## src/rtl/morse_pkg.sv

```systemverilog
// Shared morse definitions: symbol codes, playback state encoding and
// small symbol-classification helpers used by the playback engine.
package morse_pkg;

  // Two-bit symbol codes, packed MSB-first into 10-bit words.
  localparam logic [1:0] SYM_EMPTY = 2'b00;
  localparam logic [1:0] SYM_DOT   = 2'b01;
  localparam logic [1:0] SYM_DASH  = 2'b11;
  localparam logic [1:0] SYM_RSVD  = 2'b10;

  localparam int SYMS_PER_WORD = 5;
  localparam int WORD_BITS     = 10;
  localparam int TIMER_W       = 8;

  typedef enum logic [2:0] {
    ST_IDLE   = 3'd0,
    ST_FETCH  = 3'd1,
    ST_WAIT   = 3'd2,
    ST_SYMBOL = 3'd3,
    ST_ON     = 3'd4,
    ST_GAP    = 3'd5,
    ST_WGAP   = 3'd6,
    ST_DONE   = 3'd7
  } morse_state_t;

  // True for a symbol that keys the output; reserved counts as empty.
  function automatic logic sym_is_key(input logic [1:0] sym);
    return (sym == SYM_DOT) || (sym == SYM_DASH);
  endfunction

  // True when any of the four trailing symbols of a word keys the output.
  function automatic logic rest_has_key(input logic [7:0] rest);
    logic found;
    found = 1'b0;
    for (int i = 0; i < 4; i++) begin
      if (sym_is_key(rest[2*i +: 2])) begin
        found = 1'b1;
      end else begin
        found = found;
      end
    end
    return found;
  endfunction

endpackage

```

## src/rtl/morse_tick_timer.sv

```systemverilog
// Tick-enabled down-counter: loads an interval length and flags the tick
// that brings it to zero. Load has priority over counting.
module morse_tick_timer
  import morse_pkg::*;
#(
  parameter int W = TIMER_W
) (
  input  logic         clock,
  input  logic         resetn,
  input  logic         clear,
  input  logic         load,
  input  logic [W-1:0] load_val,
  input  logic         tick_en,
  output logic         terminal
);

  logic [W-1:0] count_r;

  // The tick that consumes the last remaining count ends the interval.
  assign terminal = tick_en && (count_r <= W'(1));

  // Down-counter register: clear, reload, or decrement on an enabled tick.
  always_ff @(posedge clock or negedge resetn) begin
    if (!resetn) begin
      count_r <= {W{1'b0}};
    end else if (clear) begin
      count_r <= {W{1'b0}};
    end else if (load) begin
      count_r <= load_val;
    end else if (tick_en && (count_r != {W{1'b0}})) begin
      count_r <= count_r - W'(1);
    end else begin
      count_r <= count_r;
    end
  end

endmodule

```

## src/rtl/morse_playback.sv

```systemverilog
// Morse playback engine: fetches stored words from the game RAM and plays
// their dots and dashes as a tick-timed key signal.
module morse_playback
  import morse_pkg::*;
#(
  parameter int ADDR_W     = 4,
  parameter int DOT_TICKS  = 1,
  parameter int DASH_TICKS = 3,
  parameter int SYM_GAP    = 1,
  parameter int WORD_GAP   = 3
) (
  input  logic              clock,
  input  logic              resetn,
  input  logic              tick,
  input  logic              start,
  input  logic              abort,
  input  logic [ADDR_W:0]   word_count,
  output logic [ADDR_W-1:0] ram_addr,
  output logic              ram_rden,
  input  logic [9:0]        ram_q,
  output logic              key_out,
  output logic [1:0]        sym_out,
  output logic              busy,
  output logic              done
);

  localparam logic [ADDR_W:0]   NO_WORDS  = {(ADDR_W+1){1'b0}};
  localparam logic [ADDR_W:0]   ONE_WORD  = {{ADDR_W{1'b0}}, 1'b1};
  localparam logic [ADDR_W:0]   MAX_WORDS = {1'b1, {ADDR_W{1'b0}}};
  localparam logic [ADDR_W-1:0] ADDR_ONE  = {{(ADDR_W-1){1'b0}}, 1'b1};
  localparam logic [2:0]        LAST_IDX  = 3'(SYMS_PER_WORD - 1);
  localparam logic [TIMER_W-1:0] DOT_LD   = TIMER_W'(DOT_TICKS);
  localparam logic [TIMER_W-1:0] DASH_LD  = TIMER_W'(DASH_TICKS);
  localparam logic [TIMER_W-1:0] SGAP_LD  = TIMER_W'(SYM_GAP);
  localparam logic [TIMER_W-1:0] WGAP_LD  = TIMER_W'(WORD_GAP);

  morse_state_t            state_r;
  morse_state_t            nxt_state_s;
  logic [ADDR_W:0]         words_r;
  logic [ADDR_W:0]         nxt_words_s;
  logic [ADDR_W-1:0]       nxt_addr_s;
  logic [WORD_BITS-1:0]    shreg_r;
  logic [WORD_BITS-1:0]    nxt_shreg_s;
  logic [2:0]              idx_r;
  logic [2:0]              nxt_idx_s;
  logic                    tmr_load_s;
  logic [TIMER_W-1:0]      tmr_val_s;
  logic                    timing_s;
  logic                    tick_en_s;
  logic                    term_s;
  logic [ADDR_W:0]         clamp_s;
  logic                    eow_more_s;
  logic [ADDR_W-1:0]       eow_addr_s;
  logic [ADDR_W:0]         eow_words_s;
  logic [1:0]              cur_sym_s;
  logic [WORD_BITS-1:0]    shifted_s;

  assign cur_sym_s = shreg_r[WORD_BITS-1 -: 2];
  assign shifted_s = {shreg_r[WORD_BITS-3:0], 2'b00};

  // Ticks only advance the timer while an interval is actually running.
  assign timing_s  = (state_r == ST_ON) || (state_r == ST_GAP) || (state_r == ST_WGAP);
  assign tick_en_s = tick && timing_s;

  // Requests beyond the address space play every stored word once.
  always_comb begin
    if (word_count > MAX_WORDS) begin
      clamp_s = MAX_WORDS;
    end else begin
      clamp_s = word_count;
    end
  end

  // End-of-word bookkeeping: advance to the next word if any remain.
  always_comb begin
    if (words_r > ONE_WORD) begin
      eow_more_s  = 1'b1;
      eow_addr_s  = ram_addr + ADDR_ONE;
      eow_words_s = words_r - ONE_WORD;
    end else begin
      eow_more_s  = 1'b0;
      eow_addr_s  = ram_addr;
      eow_words_s = words_r;
    end
  end

  morse_tick_timer #(
    .W (TIMER_W)
  ) u_timer (
    .clock    (clock),
    .resetn   (resetn),
    .clear    (abort),
    .load     (tmr_load_s),
    .load_val (tmr_val_s),
    .tick_en  (tick_en_s),
    .terminal (term_s)
  );

  // Next-state and datapath decisions; abort overrides everything.
  always_comb begin
    nxt_state_s = state_r;
    nxt_addr_s  = ram_addr;
    nxt_words_s = words_r;
    nxt_shreg_s = shreg_r;
    nxt_idx_s   = idx_r;
    tmr_load_s  = 1'b0;
    tmr_val_s   = {TIMER_W{1'b0}};
    if (abort) begin
      nxt_state_s = ST_IDLE;
    end else begin
      case (state_r)
        ST_IDLE: begin
          if (start && (word_count == NO_WORDS)) begin
            nxt_state_s = ST_DONE;
          end else if (start) begin
            nxt_words_s = clamp_s;
            nxt_addr_s  = {ADDR_W{1'b0}};
            nxt_state_s = ST_FETCH;
          end else begin
            nxt_state_s = ST_IDLE;
          end
        end
        ST_FETCH: begin
          nxt_state_s = ST_WAIT;
        end
        ST_WAIT: begin
          nxt_shreg_s = ram_q;
          nxt_idx_s   = 3'd0;
          nxt_state_s = ST_SYMBOL;
        end
        ST_SYMBOL: begin
          if (sym_is_key(cur_sym_s)) begin
            tmr_load_s  = 1'b1;
            tmr_val_s   = (cur_sym_s == SYM_DASH) ? DASH_LD : DOT_LD;
            nxt_state_s = ST_ON;
          end else if (idx_r == LAST_IDX) begin
            // Only an all-empty word gets here: skip straight to the next fetch.
            nxt_shreg_s = shifted_s;
            nxt_idx_s   = idx_r + 3'd1;
            if (eow_more_s) begin
              nxt_addr_s  = eow_addr_s;
              nxt_words_s = eow_words_s;
              nxt_state_s = ST_FETCH;
            end else begin
              nxt_state_s = ST_DONE;
            end
          end else begin
            nxt_shreg_s = shifted_s;
            nxt_idx_s   = idx_r + 3'd1;
            nxt_state_s = ST_SYMBOL;
          end
        end
        ST_ON: begin
          if (term_s && rest_has_key(shreg_r[WORD_BITS-3:0])) begin
            tmr_load_s  = 1'b1;
            tmr_val_s   = SGAP_LD;
            nxt_state_s = ST_GAP;
          end else if (term_s && eow_more_s) begin
            // The word gap replaces the symbol gap after the last keyed symbol.
            nxt_addr_s  = eow_addr_s;
            nxt_words_s = eow_words_s;
            tmr_load_s  = 1'b1;
            tmr_val_s   = WGAP_LD;
            nxt_state_s = ST_WGAP;
          end else if (term_s) begin
            nxt_state_s = ST_DONE;
          end else begin
            nxt_state_s = ST_ON;
          end
        end
        ST_GAP: begin
          if (term_s) begin
            nxt_shreg_s = shifted_s;
            nxt_idx_s   = idx_r + 3'd1;
            nxt_state_s = ST_SYMBOL;
          end else begin
            nxt_state_s = ST_GAP;
          end
        end
        ST_WGAP: begin
          if (term_s) begin
            nxt_state_s = ST_FETCH;
          end else begin
            nxt_state_s = ST_WGAP;
          end
        end
        ST_DONE: begin
          nxt_state_s = ST_IDLE;
        end
        default: begin
          nxt_state_s = ST_IDLE;
        end
      endcase
    end
  end

  // State and datapath registers; outputs are decoded from the next state
  // so they change cleanly on the same edge as the state.
  always_ff @(posedge clock or negedge resetn) begin
    if (!resetn) begin
      state_r  <= ST_IDLE;
      words_r  <= {(ADDR_W+1){1'b0}};
      shreg_r  <= {WORD_BITS{1'b0}};
      idx_r    <= 3'd0;
      ram_addr <= {ADDR_W{1'b0}};
      ram_rden <= 1'b0;
      key_out  <= 1'b0;
      sym_out  <= 2'b00;
      busy     <= 1'b0;
      done     <= 1'b0;
    end else begin
      state_r  <= nxt_state_s;
      words_r  <= nxt_words_s;
      shreg_r  <= nxt_shreg_s;
      idx_r    <= nxt_idx_s;
      ram_addr <= nxt_addr_s;
      ram_rden <= (nxt_state_s == ST_FETCH);
      key_out  <= (nxt_state_s == ST_ON);
      sym_out  <= (nxt_state_s == ST_ON) ? nxt_shreg_s[WORD_BITS-1 -: 2] : SYM_EMPTY;
      busy     <= (nxt_state_s != ST_IDLE);
      done     <= (nxt_state_s == ST_DONE);
    end
  end

endmodule

```

## config.mk

```make
export PLATFORM = sky130hd
export DESIGN_NAME = morse_playback
export DESIGN_NICKNAME = d
export VERILOG_FILES = /design/src/rtl/morse_pkg.sv /design/src/rtl/morse_tick_timer.sv /design/src/rtl/morse_playback.sv
export SDC_FILE = /design/constraint.sdc
export NUM_CORES = 1
export LEC_CHECK = 0
export BUFFER_PORTS_ARGS = -buffer_cell sky130_fd_sc_hd__buf_2
export CAP_MARGIN = 5
export CORE_UTILIZATION = 50
export CTS_BUF_LIST = sky130_fd_sc_hd__clkbuf_8
export CTS_CLUSTER_SIZE = 14
export DETAILED_ROUTE_END_ITERATION = 12
export PLACE_DENSITY_LB_ADDON = 0.1
export SLEW_MARGIN = 0
export SYNTH_ARGS = -nofsm -noshare
export SYNTH_HDL_FRONTEND = slang
export SYNTH_SLANG_ARGS = --single-unit
```

## constraint.sdc

```tcl
create_clock -name clock -period 2.9 [get_ports clock]
set_input_delay 0.58 -clock clock [delete_from_list [all_inputs] [get_ports clock]]
set_output_delay 0.58 -clock clock [all_outputs]
set_load 0.02 [all_outputs]
```

==> qor.txt <==
TritonCTS Buffers -> 5
Ys flop type -> dfrtp_1
Largest net degree at the start of global routing -> 40
Buf/Inv on CP -> 0
Inst Count DP -> 337
Hold_buf cts -> 0
Worst-Skew Late Latency -> 0.29 ns
Vias in the first global route -> 1,818
GRT busiest layer -> met2
Final nets -> 304
Largest family of logic cells by synthesized area -> simple AND/OR/NAND/NOR gates
Adder-cell area share of the yosys netlist -> 0.0356
M1 GR Usage -> 0.295
CTS tree -> built
Clk slew on worst S/H paths -> 0.08 ns
Synth Net Count -> 276
Grt met3 use -> 0.0444
FF-to-FF path depth -> 5
Top cell family by delay on the critical path -> simple AND/OR/NAND/NOR gates
Setup crit start kind -> flip-flop
Grt ovf -> 0
Global-route wire length before repair -> 8550 um
Mux cell area share after synthesis -> 0.0437
WL/cell -> 15.0 um
Seq pwr share -> 0.367
Sequential share of the synthesized area -> 0.396
Core box area -> 4720 um^2
Synth Area in Compound Gates -> 0.209
Total track usage -> 0.215
Worst r2r src -> u_timer.count_r[2]
Minimum clock period -> 2.42 ns
CTS sink cnt -> 39
Path category of the worst min-delay check -> in2async
Most numerous cell in the Yosys netlist -> dfrtp_1
Clk root buf -> clkbuf_8
Gp weighted congestion -> 0.951
Crit Reg-Reg Endpoint -> words_r[1]
# diodes -> 0
Total Power -> 2.49 mW
Io pins -> 30
Antenna violations before repair -> 0
DIE WIDTH -> 72.2 um
Slew HR -> 0.413
Worst-path maximum fanout -> 10
Number of DRC markers in iteration 0 -> 106
Layout cells sized above 1 -> 0.241
Post-DR vias/cell -> 5.83
Post-route cell area -> 2720 um^2
Area Overhead vs Synth -> 10.4%
Post-synth top cells -> dfrtp_1 (39), o21ai_0 (20), nor2_1 (19), nand2_1 (16), inv_1 (11)
Post_cts resized -> 0
Syn avg cell area -> 9.89 um^2
Crit path max-delay cell type -> or3b_1
Status -> completed
Combinational power share -> 0.489
Clock Tree Buf Depth -> 2
Dpl hpwl -> 3710 um
Fin crit share -> 0.835
Crit. End Element -> flip-flop
WP data arrival -> 2.61 ns
Post-synth ARST share -> 1.00
Layout Cells excl Fill -> 345
TNS Setup -> 0 ns
H-tree Lvls -> 2
Crit path kind -> reg2reg
Area contributors post-synth -> dfrtp_1 (40%), o21ai_0 (4.1%), ha_1 (3.6%), nor2_1 (2.9%), mux2_2 (2.7%)
Max Cap Viol -> 0
# setup viols final -> 0
Post-Synthesis Cell Area -> 2460 um^2
Yosys cell types -> 66
Row Count -> 25
DRT Pass-1 Iters -> 4
Static Leak -> 1.23 nW
Drt drc -> 0
DP Area -> 2630 um^2
Initial core utilization -> 0.522
Count of final hold-check violations -> 0
Total number of vias -> 2,010
Largest area contributor in the netlist -> dfrtp_1
M2 GR Usage -> 0.326
Aggregate routed wire length -> 5180 um
Pwr dens -> 915 nW/um^2
Die footprint -> 5210 um^2
Simple-Gate Fraction of Synth Area -> 0.247
Die Height -> 72.2 um
Post-CTS setup buffer count -> 0
Slew @ Worst Pin -> 0.880 ns
Detail Route Antenna Nets -> 0
Final Skew -> 0.00393 ns
CP Data Required Time -> 3.08 ns
Largest stage delay on the critical path -> 0.56 ns
Slew Limit Fails -> 0
Flop2flop setup slack -> 0.48 ns
Share of the synthesized area in the top cell type -> 0.396
Post-synth EDFFs -> 0
Worst VDD drop -> 0.451 mV
Critical path cell sequence -> nor4_4 -> and3_2 -> a31oi_4 -> or3b_1 -> mux2_4
Yosys warning count -> 0
Clk pwr share -> 0.144
Highest clock rate -> 413 MHz
Cells after Synth -> 249
#FFs+latches synth -> 39
RSZ-0062 raised after global routing -> false
PortBufs -> 29
P_sw -> 1.07 mW
Sw Ratio -> 0.429
Xor/xnor cell area share of the yosys netlist -> 0.0213
Internal cell power -> 1.42 mW
==> kinds of logic (layout without fill, tap and decap cells) <==
family	after synthesis	in the layout
adders and majority gates	7	7
DFF	39	39
xor gates and xnor gates	6	6
muxes	9	9
and+or+nand+nor	98	98
buffers and inverters	21	50
AOI/OAI and AO/OA	69	69
==> metal layers <==
layer	wire length, um	share of wire
met1	2440	0.47
met2	2320	0.45
met3	282	0.054
met4	135	0.026
met5	0	0
==> state kept, by name (all words and copies together), names as in the netlist <==
signal           count
state_r              3
shreg_r             10
idx_r                3
u_timer.count_r      8
ram_rden             1
sym_out              2
done                 1
key_out              1
ram_addr             4
words_r              5
busy                 1
==> worst max path at each step <==
stage                                  start     endpoint  cells past startpoint
after floorplan                   shreg_r[4]  ram_addr[0]                      6
after global placement    u_timer.count_r[2]   words_r[1]                      5
after detailed placement  u_timer.count_r[2]   words_r[1]                      5
after CTS                 u_timer.count_r[2]   words_r[1]                      5
after global routing      u_timer.count_r[0]   sym_out[0]                      7
final                     u_timer.count_r[2]   words_r[1]                      5
==> cells in the final DEF (no fill, tap or decap), drive strengths merged, types with 5 or more instances in the layout <==
| cell type | count |
|---|---|
| dfrtp | 39 |
| buf | 31 |
| nor2 | 21 |
| o21ai | 20 |
| nand2 | 16 |
| inv | 12 |
| o31ai | 8 |
| mux2 | 8 |
| nand3b | 7 |
| nand3 | 7 |
| ha | 7 |
| a22o | 7 |
| a31oi | 7 |
| a21oi | 6 |
| nor3 | 6 |
| a21o | 6 |
| xor2 | 5 |
| clkbuf | 5 |
| nor3b | 5 |
==> cell type report <==
type                       instances  area [um^2]
tap                               67         83.8
multi-input combinational        189         1370
inverter                          11         41.3
sequential                        39          976
fill                             420         2000
clock buffer                       5         68.8
clock inverter                     3         16.3
timing repair buffer              31          160
==> per-stage QoR <==
step | hold slack, ns | util | setup WS, ns
floorplan | 0.284 | - | 0.688
global placement | 0.497 | 0.558 | 0.536
detailed placement | 0.504 | 0.558 | 0.491
CTS | 0.432 | 0.576 | 0.483
global route | 0.471 | 0.576 | 0.323
finish | 0.400 | 0.576 | 0.477
==> power by group through the flow <==
| stage | Sequential [mW] | Combinational, mW | Clock, mW |
|---|---|---|---|
| 2_1_floorplan | 0.866 | 1.03 | 0 |
| 4_1_cts | 0.910 | 1.22 | 0.369 |
| 3_3_place_gp | 0.916 | 1.21 | 0 |
| 3_5_place_dp | 0.919 | 1.21 | 0 |
| 5_1_grt | 0.944 | 1.35 | 0.390 |
| 6_report | 0.913 | 1.22 | 0.358 |
No activity file was read; power rests on OpenSTA's default activity.
